## src/rtl/scroll_display_engine.sv

```systemverilog
// Self-timed scroller for eight 7-segment digits: an 8-slot character buffer rotated
// by an enable-based prescaler, driving registered active-low segment patterns.
module scroll_display_engine #(
    parameter int unsigned TICK_DIV = 25000000
) (
    input  logic       Clock,
    input  logic       Reset,
    input  logic       Run,
    input  logic       Dir,
    input  logic       WrEn,
    input  logic [2:0] WrAddr,
    input  logic [2:0] WrChar,
    output logic       Step,
    output logic [2:0] Pos,
    output logic [6:0] HEX0,
    output logic [6:0] HEX1,
    output logic [6:0] HEX2,
    output logic [6:0] HEX3,
    output logic [6:0] HEX4,
    output logic [6:0] HEX5,
    output logic [6:0] HEX6,
    output logic [6:0] HEX7
);

    localparam int CW = (TICK_DIV <= 1) ? 1 : $clog2(TICK_DIV);
    localparam logic [CW-1:0] CNT_MAX = CW'(TICK_DIV - 1);

    typedef enum logic {
        HOLD   = 1'b0,
        SCROLL = 1'b1
    } state_t;

    function automatic logic [6:0] seg_of(input logic [2:0] code);
        logic [6:0] seg;
        case (code)
            3'd0:    seg = 7'b0001001;
            3'd1:    seg = 7'b0000110;
            3'd2:    seg = 7'b1000111;
            3'd3:    seg = 7'b1000000;
            default: seg = 7'b1111111;
        endcase
        return seg;
    endfunction

    // Power-on message "HELLO" followed by three blanks
    function automatic logic [2:0] default_char(input logic [2:0] idx);
        logic [2:0] code;
        case (idx)
            3'd0:    code = 3'd0;
            3'd1:    code = 3'd1;
            3'd2:    code = 3'd2;
            3'd3:    code = 3'd2;
            3'd4:    code = 3'd3;
            default: code = 3'd4;
        endcase
        return code;
    endfunction

    state_t          state_s;
    logic [CW-1:0]   cnt_r;
    logic [CW-1:0]   cnt_nxt_s;
    logic [2:0]      pos_r;
    logic [2:0]      pos_nxt_s;
    logic            step_r;
    logic            step_nxt_s;
    logic [2:0]      msg_r     [8];
    logic [2:0]      msg_nxt_s [8];
    logic [6:0]      hex_r     [8];
    logic [6:0]      hex_nxt_s [8];

    // Next-state: prescaler/rotation per mode, buffer write, and HEX from next-state msg/Pos
    always_comb begin
        state_s    = Run ? SCROLL : HOLD;
        cnt_nxt_s  = cnt_r;
        pos_nxt_s  = pos_r;
        step_nxt_s = 1'b0;
        msg_nxt_s  = msg_r;
        hex_nxt_s  = hex_r;

        case (state_s)
            SCROLL: begin
                if (cnt_r == CNT_MAX) begin
                    cnt_nxt_s  = '0;
                    step_nxt_s = 1'b1;
                    if (Dir) begin
                        pos_nxt_s = pos_r - 3'd1;
                    end else begin
                        pos_nxt_s = pos_r + 3'd1;
                    end
                end else begin
                    cnt_nxt_s = cnt_r + CW'(1'b1);
                end
            end
            HOLD: begin
                cnt_nxt_s = cnt_r;
            end
            default: begin
                cnt_nxt_s = cnt_r;
            end
        endcase

        if (WrEn) begin
            msg_nxt_s[WrAddr] = WrChar;
        end else begin
            msg_nxt_s = msg_r;
        end

        for (int k = 0; k < 8; k++) begin
            hex_nxt_s[7-k] = seg_of(msg_nxt_s[pos_nxt_s + 3'(k)]);
        end
    end

    // State and output registers; reset restores the default message at offset 0
    always_ff @(posedge Clock) begin
        if (Reset) begin
            cnt_r  <= '0;
            pos_r  <= 3'd0;
            step_r <= 1'b0;
            for (int k = 0; k < 8; k++) begin
                msg_r[k]   <= default_char(3'(k));
                hex_r[7-k] <= seg_of(default_char(3'(k)));
            end
        end else begin
            cnt_r  <= cnt_nxt_s;
            pos_r  <= pos_nxt_s;
            step_r <= step_nxt_s;
            msg_r  <= msg_nxt_s;
            hex_r  <= hex_nxt_s;
        end
    end

    assign Step = step_r;
    assign Pos  = pos_r;
    assign HEX0 = hex_r[0];
    assign HEX1 = hex_r[1];
    assign HEX2 = hex_r[2];
    assign HEX3 = hex_r[3];
    assign HEX4 = hex_r[4];
    assign HEX5 = hex_r[5];
    assign HEX6 = hex_r[6];
    assign HEX7 = hex_r[7];

endmodule

```

## config.mk

```make
export PLATFORM = sky130hd
export DESIGN_NAME = scroll_display_engine
export DESIGN_NICKNAME = d
export VERILOG_FILES = /design/src/rtl/scroll_display_engine.sv
export SDC_FILE = /design/constraint.sdc
export NUM_CORES = 1
export LEC_CHECK = 0
export CAP_MARGIN = 25
export CORE_MARGIN = 2
export CORE_UTILIZATION = 40
export DETAILED_ROUTE_END_ITERATION = 12
export SYNTH_ARGS = -nofsm -noshare
export SYNTH_HDL_FRONTEND = slang
export SYNTH_SLANG_ARGS = --single-unit
```

## constraint.sdc

```tcl
create_clock -name Clock -period 4 [get_ports Clock]
set_input_delay 0.6 -clock Clock [delete_from_list [all_inputs] [get_ports Clock]]
set_output_delay 0.6 -clock Clock [all_outputs]
set_load 0.03 [all_outputs]
```

==> Word-level counts from Yosys, hierarchy flattened <==
Cells that the tools add are included.
{ "word_totals": {"in_bits": 11, "register_bits": 109, "out_inout_bits": 60, "elab_cells": 158} }
{ "classes": {"order_cmp": 10, "mux": 54, "addsub": 10, "n_eq_ne": 40, "bitwise": 10, "n_reduce_logical": 15} }
{ "op_table": {"columns": ["operator", "count"], "rows": [
  ["7-bit one-hot mux with 4 select lines", 13],
  ["3-bit by 2-bit equality test with 1-bit output, second input constant", 26],
  ["3-bit 2-to-1 mux", 25],
  ["3-bit binary-select mux with 3-bit select", 8],
  ["56-bit 2-to-1 mux", 1],
  ["25-bit 2-to-1 mux", 2],
  ["3-bit by 1-bit equality test with 1-bit output, second input constant", 13],
  ["3-bit logical NOT", 13],
  ["4-bit greater-or-equal comparator, second input constant", 9],
  ["3-bit NOT with 4-bit output", 9],
  ["25-bit by 1-bit adder with 25-bit output, second input constant", 1],
  ["25-bit equality test, second input constant", 1],
  ["24-bit bitwise mux", 1],
  ["24-bit 2-to-1 mux", 1],
  ["3-bit adder, second input constant", 4],
  ["3-bit demux with 3-bit select", 1],
  ["3-bit by 1-bit adder with 3-bit output, second input constant", 2],
  ["3-bit by 2-bit adder with 3-bit output, second input constant", 2],
  ["4-bit by 1-bit < comparator with 1-bit output, second input constant", 1],
  ["3-bit by 1-bit subtractor with 3-bit output, second input constant", 1],
  ["1-bit 2-to-1 mux", 2],
  ["2-bit OR reduction", 1],
  ["1-bit logical AND", 1],
  ["1-bit NOT", 1]
]} }

==> Depth between registers and ports, before layout <==
{ "logic_depth": {"depth_word": 13, "depth_mapped": 14, "ltp_nobuf": 11} }

==> Least setup slack after synthesis <==
No wires, ideal clock.
{ "synth_path": {"kind": "register -> register", "startpoint": "register pos_r[0] (netlist: Pos[0])", "endpoint": "register hex_r, in the netlist HEX6[2]", "slack_ps": 152, "required_ps": 3878, "path_stages_with_launch": 12, "setup_ps": 122, "t_arrival_ps": 3726, "path_buffers": 3, "period_less_slack_ps": 3848, "cell_sequence": "dfxtp_1 fa_1 clkbuf_1 clkbuf_1 mux2i_4 inv_2 ha_1 buf_1 mux4_2 mux2i_1 xnor2_1 nand3b_1"} }
{ "synth_via": {"elab_chain_cells": 12, "elab_cells_between_ends": 16, "classes_between": "add/sub (3); eq/ne (3); mux (8); bitwise (1); reduce/logical (1)"} }
{ "synth_lines": {"columns": ["element", "line_no", "source"], "rows": [
  ["start, declared", "62", "logic [2:0] pos_r;"],
  ["start signal, assigned", "125", "pos_r <= pos_nxt_s;"],
  ["3-bit by 1-bit adder with 3-bit output or 3-bit by 1-bit subtractor with 3-bit output (tied branches)", "88, 86", null],
  ["3-bit 2-to-1 mux", "85", "if (Dir) begin"],
  ["3-bit 2-to-1 mux", "82", "if (cnt_r == CNT_MAX) begin"],
  ["3-bit 2-to-1 mux (*)", "80", "case (state_s)"],
  ["3-bit by 1-bit adder with 3-bit output (*)", "109", "hex_nxt_s[7-k] = seg_of(msg_nxt_s[pos_nxt_s + 3'(k)]);"],
  ["3-bit NOT with 4-bit output (implied by the code) (*)", "109", null],
  ["3-bit binary-select mux with 3-bit select (*)", "109", null],
  ["3-bit 2-to-1 mux (implied by the code) (*) (2 in a row)", "109", null],
  ["3-bit by 2-bit equality test with 1-bit output, or another cell as far along", "35", "case (code)"],
  ["7-bit one-hot mux with 4 select lines (*)", "35", null],
  ["56-bit 2-to-1 mux (*)", "115", "if (Reset) begin"],
  ["end signal, assigned by index", "121", "hex_r[7-k] <= seg_of(default_char(3'(k)));"],
  ["end signal, assigned", "128", "hex_r <= hex_nxt_s;"],
  ["end, declared", "68", "logic [6:0] hex_r [8];"]
]} }
Mark *: on every way between the ends. The rest lies on a longest branch, timed or not. The select of a mux whose other input is x is not followed.
A chain may end at the register's enable or synchronous reset.

==> Final worst setup path <==
{ "layout_path": {"startpoint": "input Run", "endpoint": "register hex_r, in the netlist HEX6[2]"} }
{ "layout_via": {"elab_chain_cells": 10, "elab_cells_between_ends": 13, "classes_between": "add/sub (1); eq/ne (3); mux (7); bitwise (1); reduce/logical (1)"} }
{ "layout_lines": {"columns": ["element", "line_no", "source"], "rows": [
  ["start, declared", "8", "input logic Run,"],
  ["1-bit 2-to-1 mux (*)", "73", "state_s = Run ? SCROLL : HOLD;"],
  ["3-bit 2-to-1 mux (*)", "80", null],
  ["via pos_nxt_s[0]", "63", "logic [2:0] pos_nxt_s;"],
  ["3-bit by 1-bit adder with 3-bit output (*)", "109", null],
  ["3-bit NOT with 4-bit output (implied by the code) (*)", "109", null],
  ["3-bit binary-select mux with 3-bit select (*)", "109", null],
  ["3-bit 2-to-1 mux (implied by the code) (*) (2 in a row)", "109", null],
  ["3-bit by 2-bit equality test with 1-bit output, or another cell as far along", "35", null],
  ["7-bit one-hot mux with 4 select lines (*)", "35", null],
  ["56-bit 2-to-1 mux (*)", "115", null]
]} }
Mark *: on every way through the listed nets, which the timed path passes. The rest lies on a longest branch. The select of a mux whose other input is x is not followed.

==> run summary <==
Global routing consumed, over all layers together, 18.3% of the routing resources. In the final layout, the multi-input gates occupy 0.00289 mm2. The critical path data required time is 4.23 ns.

In the global route stage, met1 resource usage came out at 22.6%. The top cell types in the final layout, fill and taps aside, are 93 x sky130_fd_sc_hd__dfxtp_1, 73 x sky130_fd_sc_hd__nor2_1, 69 x sky130_fd_sc_hd__mux2i_1, 69 x sky130_fd_sc_hd__clkdlybuf4s50_1, 48 x sky130_fd_sc_hd__nand2_1. For this design, the CTS-stage hold fixing added 0 buffers.

In this run the worst setup path terminates at HEX6[2]. Entering global routing, the biggest net connects 59 pins. The most used routing layer is met2.

The number of buffers and inverters on the critical path is 2. The tools report the worst clock skew as 0.00646 ns. STA classifies the critical path startpoint as an input pin.

The run gives 8.92 mm as the post-detailed-placement half-perimeter wirelength. After filler insertion, the fill cell instance count of the layout stands at 1,173. Across the whole layout, storage elements account for 0.00186 mm2.

Buffers added to address setup during post-CTS repair amount to 0. The most frequently used flop master after synthesis was sky130_fd_sc_hd__dfxtp_1. Final weighted congestion of routability-driven global placement: 0.918. The critical path runs through a total of 11 cells. The power density of the placed cells is 320 mW/mm2.

The worst reg2reg path startpoint is cnt_r[15]. By area the synthesized netlist is led by sky130_fd_sc_hd__dfxtp_1 37%, sky130_fd_sc_hd__mux2i_1 14%, sky130_fd_sc_hd__nor2_1 5.4%, sky130_fd_sc_hd__mux4_2 5.3%, sky130_fd_sc_hd__nand2_1 3.6%. The tools report the final hold violation count as 0. The transition time at the pin with the least slew margin was 0.679 ns; the peak supply drop was 257 uV. The worst setup slack for register-to-register paths is 0.66 ns.

Slack of the critical path: 0.560 ns. The final critical delay including setup and external delays was 3.44 ns; the instance area after placement was 0.00585 mm2. OpenSTA, run right after detailed placement, puts the worst setup slack at 0.191 ns. Yosys mapped a number of flops with a built-in enable equal to 0. The library cell used most frequently in the layout, excluding fill and tap cells, is sky130_fd_sc_hd__dfxtp_1. In this run the standard cell core region covers 0.0125 mm2. The run gives 0.00615 mm2 as the final design area excluding fillers. After detailed routing, the average wire length per cell comes to 15.2 um. The share of cells above drive strength 1 is 12.6%, and the cell leakage power is 2.50 nW. For the effective utilization at floorplan, the log shows 40.5%.

For the worst flop-to-flop path, the logic depth is 11. The number of synthesized register bits was 93; the height of the chip was 116 um. The first global-routing pass estimated 19.0 mm of wire. The relative max-transition margin is 54.5%, and the critical path arrival is 3.67 ns. Counting distinct cell types in the post-synthesis netlist gives 58. Of all cell types, the one taking the most synthesized area is sky130_fd_sc_hd__dfxtp_1. Tracing the worst setup path back leads to its startpoint at Run. Number of resized instances in the post-cts repair step: 0. After synthesis, the largest area contributor takes up 36.8% of total cell area. Summed over all layers, the routed wires come to 11.8 mm. After synthesis, the mean cell area works out to 9.32 um2. Number of placed I/O pins: 71.

The number of clock buffers added by TritonCTS is 9. In this run the core area contains 41 standard-cell rows. The final critical path takes up 86.0% of the cycle. The number of design rule violations left after detail routing was 0. In this design, the largest share of critical-path delay is due to simple AND/OR/NAND/NOR gates. After the last flow step, the layout net total stands at 612. The quantity of I/O buffers inserted on ports was 70. After global routing the overflow that remains totals 0.

The run gives 3 as the number of H-tree levels. For met2 alone, demand over resource in global routing was 30.0%. In the synthesized netlist the async set-or-reset flop fraction comes to 0%.

The post-synthesis cell count came out at 542. The number of antenna violations at the first check in global routing was 0. CTS saw 93 sinks. Cell area after synthesis: 0.00505 mm2. Clock-pin slew was measured on the worst setup and hold paths at 0.06 ns. The flow ran to the end, and the final reports show no timing, DRC or antenna violations. The die covers 0.0135 mm2. The longest clock path from root to sink contains 2 buffers. Number of pins with negative max-slew slack in the final report: 0. The tools report the worst flop-to-flop path endpoint as HEX2[2].

The overall via count from detail_route is 4,024, and the maximum cell stage delay along the critical path is 0.56 ns. The number of DRC markers in iteration 0 is 250. Timing would allow up to 0.291 GHz. Setup repair after global routing left no endpoint under its margin.

The clock latency on the worst-skew pair was 0.35 ns. The worst hold path belongs to the class reg -> reg. Cell at the root of the clock tree: sky130_fd_sc_hd__clkbuf_16. The class of the most critical setup path is in -> reg. Walking the worst path, the cells encountered are clkdlybuf4s50_1, nand4_4, or4_1, o21ai_2, and2_1, inv_1, ha_1, mux4_2, mux2i_1, xnor2_1, nand3b_1. From synthesis to final layout, the design area changed by 21.6%. The worst setup path is captured at a register. Counting every net in the synthesized netlist gives 556.

The worst hold path begins at cnt_r[14]. The floorplan die width is 116 um, and the number of global-route vias before repair is 3,791. The first TritonRoute pass finished after 5 iterations. The master of the slowest instance on the critical path is sky130_fd_sc_hd__or4_1. The number of antenna diodes in the final layout is 0. The count of maximum capacitance violations was 0. The vias per cell works out to 5.20.

TritonCTS built the clock tree. Sequential cells were found to cover 36.8% of the synthesized design area. The run gives 0 as the total number of yosys warnings. The sum of negative setup slack was 0 ns; the met3 global-route usage was 3.94%. The highest net fanout along the worst path came out at 5. The antenna violation net count after detailed routing was 0; the total of endpoints with negative setup slack in the final report was 0.
-- worst min-delay path by stage --
stage	depth (start not counted)	end	slack, ns
after global routing	2	cnt_r[14]	0.54
after global placement	2	cnt_r[14]	0.47
after detailed placement	2	cnt_r[14]	0.49
after CTS	2	cnt_r[14]	0.50
after floorplan	2	cnt_r[14]	0.45
final	2	cnt_r[14]	0.49
-- tightest hold or removal path, cell delays in order (launching register included) --
cell and delay, ns:
sky130_fd_sc_hd__dfxtp_1 0.32, sky130_fd_sc_hd__o21ai_0 0.07, sky130_fd_sc_hd__a21oi_1 0.06
-- layout make-up --
cell class                      instances  share of cell area (%)
Clock inverter                          3                   0.346
Sequential cell                        93                    30.3
Multi-Input combinational cell        391                    47.0
Timing Repair Buffer                   89                    13.8
Tap cell                              172                    3.50
Clock buffer                           12                    4.17
Inverter                               14                   0.855
-- state kept, by name, summed over array words and instances (netlist names) --
name   count
cnt_r     25
msg_r     24
HEX0       5
HEX1       5
HEX2       5
HEX3       5
HEX4       5
HEX5       5
HEX6       5
HEX7       5
Pos        3
Step       1
-- per-stage QoR --
step	power (W)	hold slack (ns)	instances	util (%)
finish	0.00197	0.491	774	49.3
global route	0.00205	0.536	774	49.3
CTS	0.00199	0.498	773	49.2
detailed placement	0.00119	0.486	758	46.9
global placement	0.00118	0.471	758	46.9
floorplan	0.00112	0.454	542	-
-- logic make-up (layout without fill, tap and decap cells) --
| family | after synthesis | in the layout | share of synthesized area (%) |
|---|---|---|---|
| compound gates | 54 | 54 | 6.91 |
| simple gates | 205 | 205 | 20.3 |
| fa+ha+maj | 3 | 3 | 0.891 |
| buf+inv | 58 | 118 | 5.99 |
| xor+xnor | 32 | 32 | 6.21 |
| mux | 97 | 97 | 22.9 |
| flops | 93 | 93 | 36.8 |
-- synthesized netlist by cell type, types with 13 or more instances --
library cell,instances
sky130_fd_sc_hd__nand2_1,48
sky130_fd_sc_hd__dfxtp_1,93
sky130_fd_sc_hd__mux2i_1,69
sky130_fd_sc_hd__clkbuf_1,21
sky130_fd_sc_hd__a21oi_1,23
sky130_fd_sc_hd__xor2_1,13
sky130_fd_sc_hd__nor2_1,73
sky130_fd_sc_hd__mux2_2,14
sky130_fd_sc_hd__xnor2_1,16
sky130_fd_sc_hd__nand2b_1,15
sky130_fd_sc_hd__buf_4,18
-- power by group --
part | switching [W] | internal (W) | leakage [nW]
clock network | 0.000346 | 0.000452 | 0.135
registers | 0.00000874 | 0.000945 | 0.754
logic | 0.000126 | 0.0000910 | 1.61
-- routing by layer --
layer,vias up,share of wire (%)
met4,0,3.5
li1,1981,-
met1,1919,44
met5,-,0
met2,98,48
met3,26,4.5
Note: power is estimated with default switching activity, not from simulation.
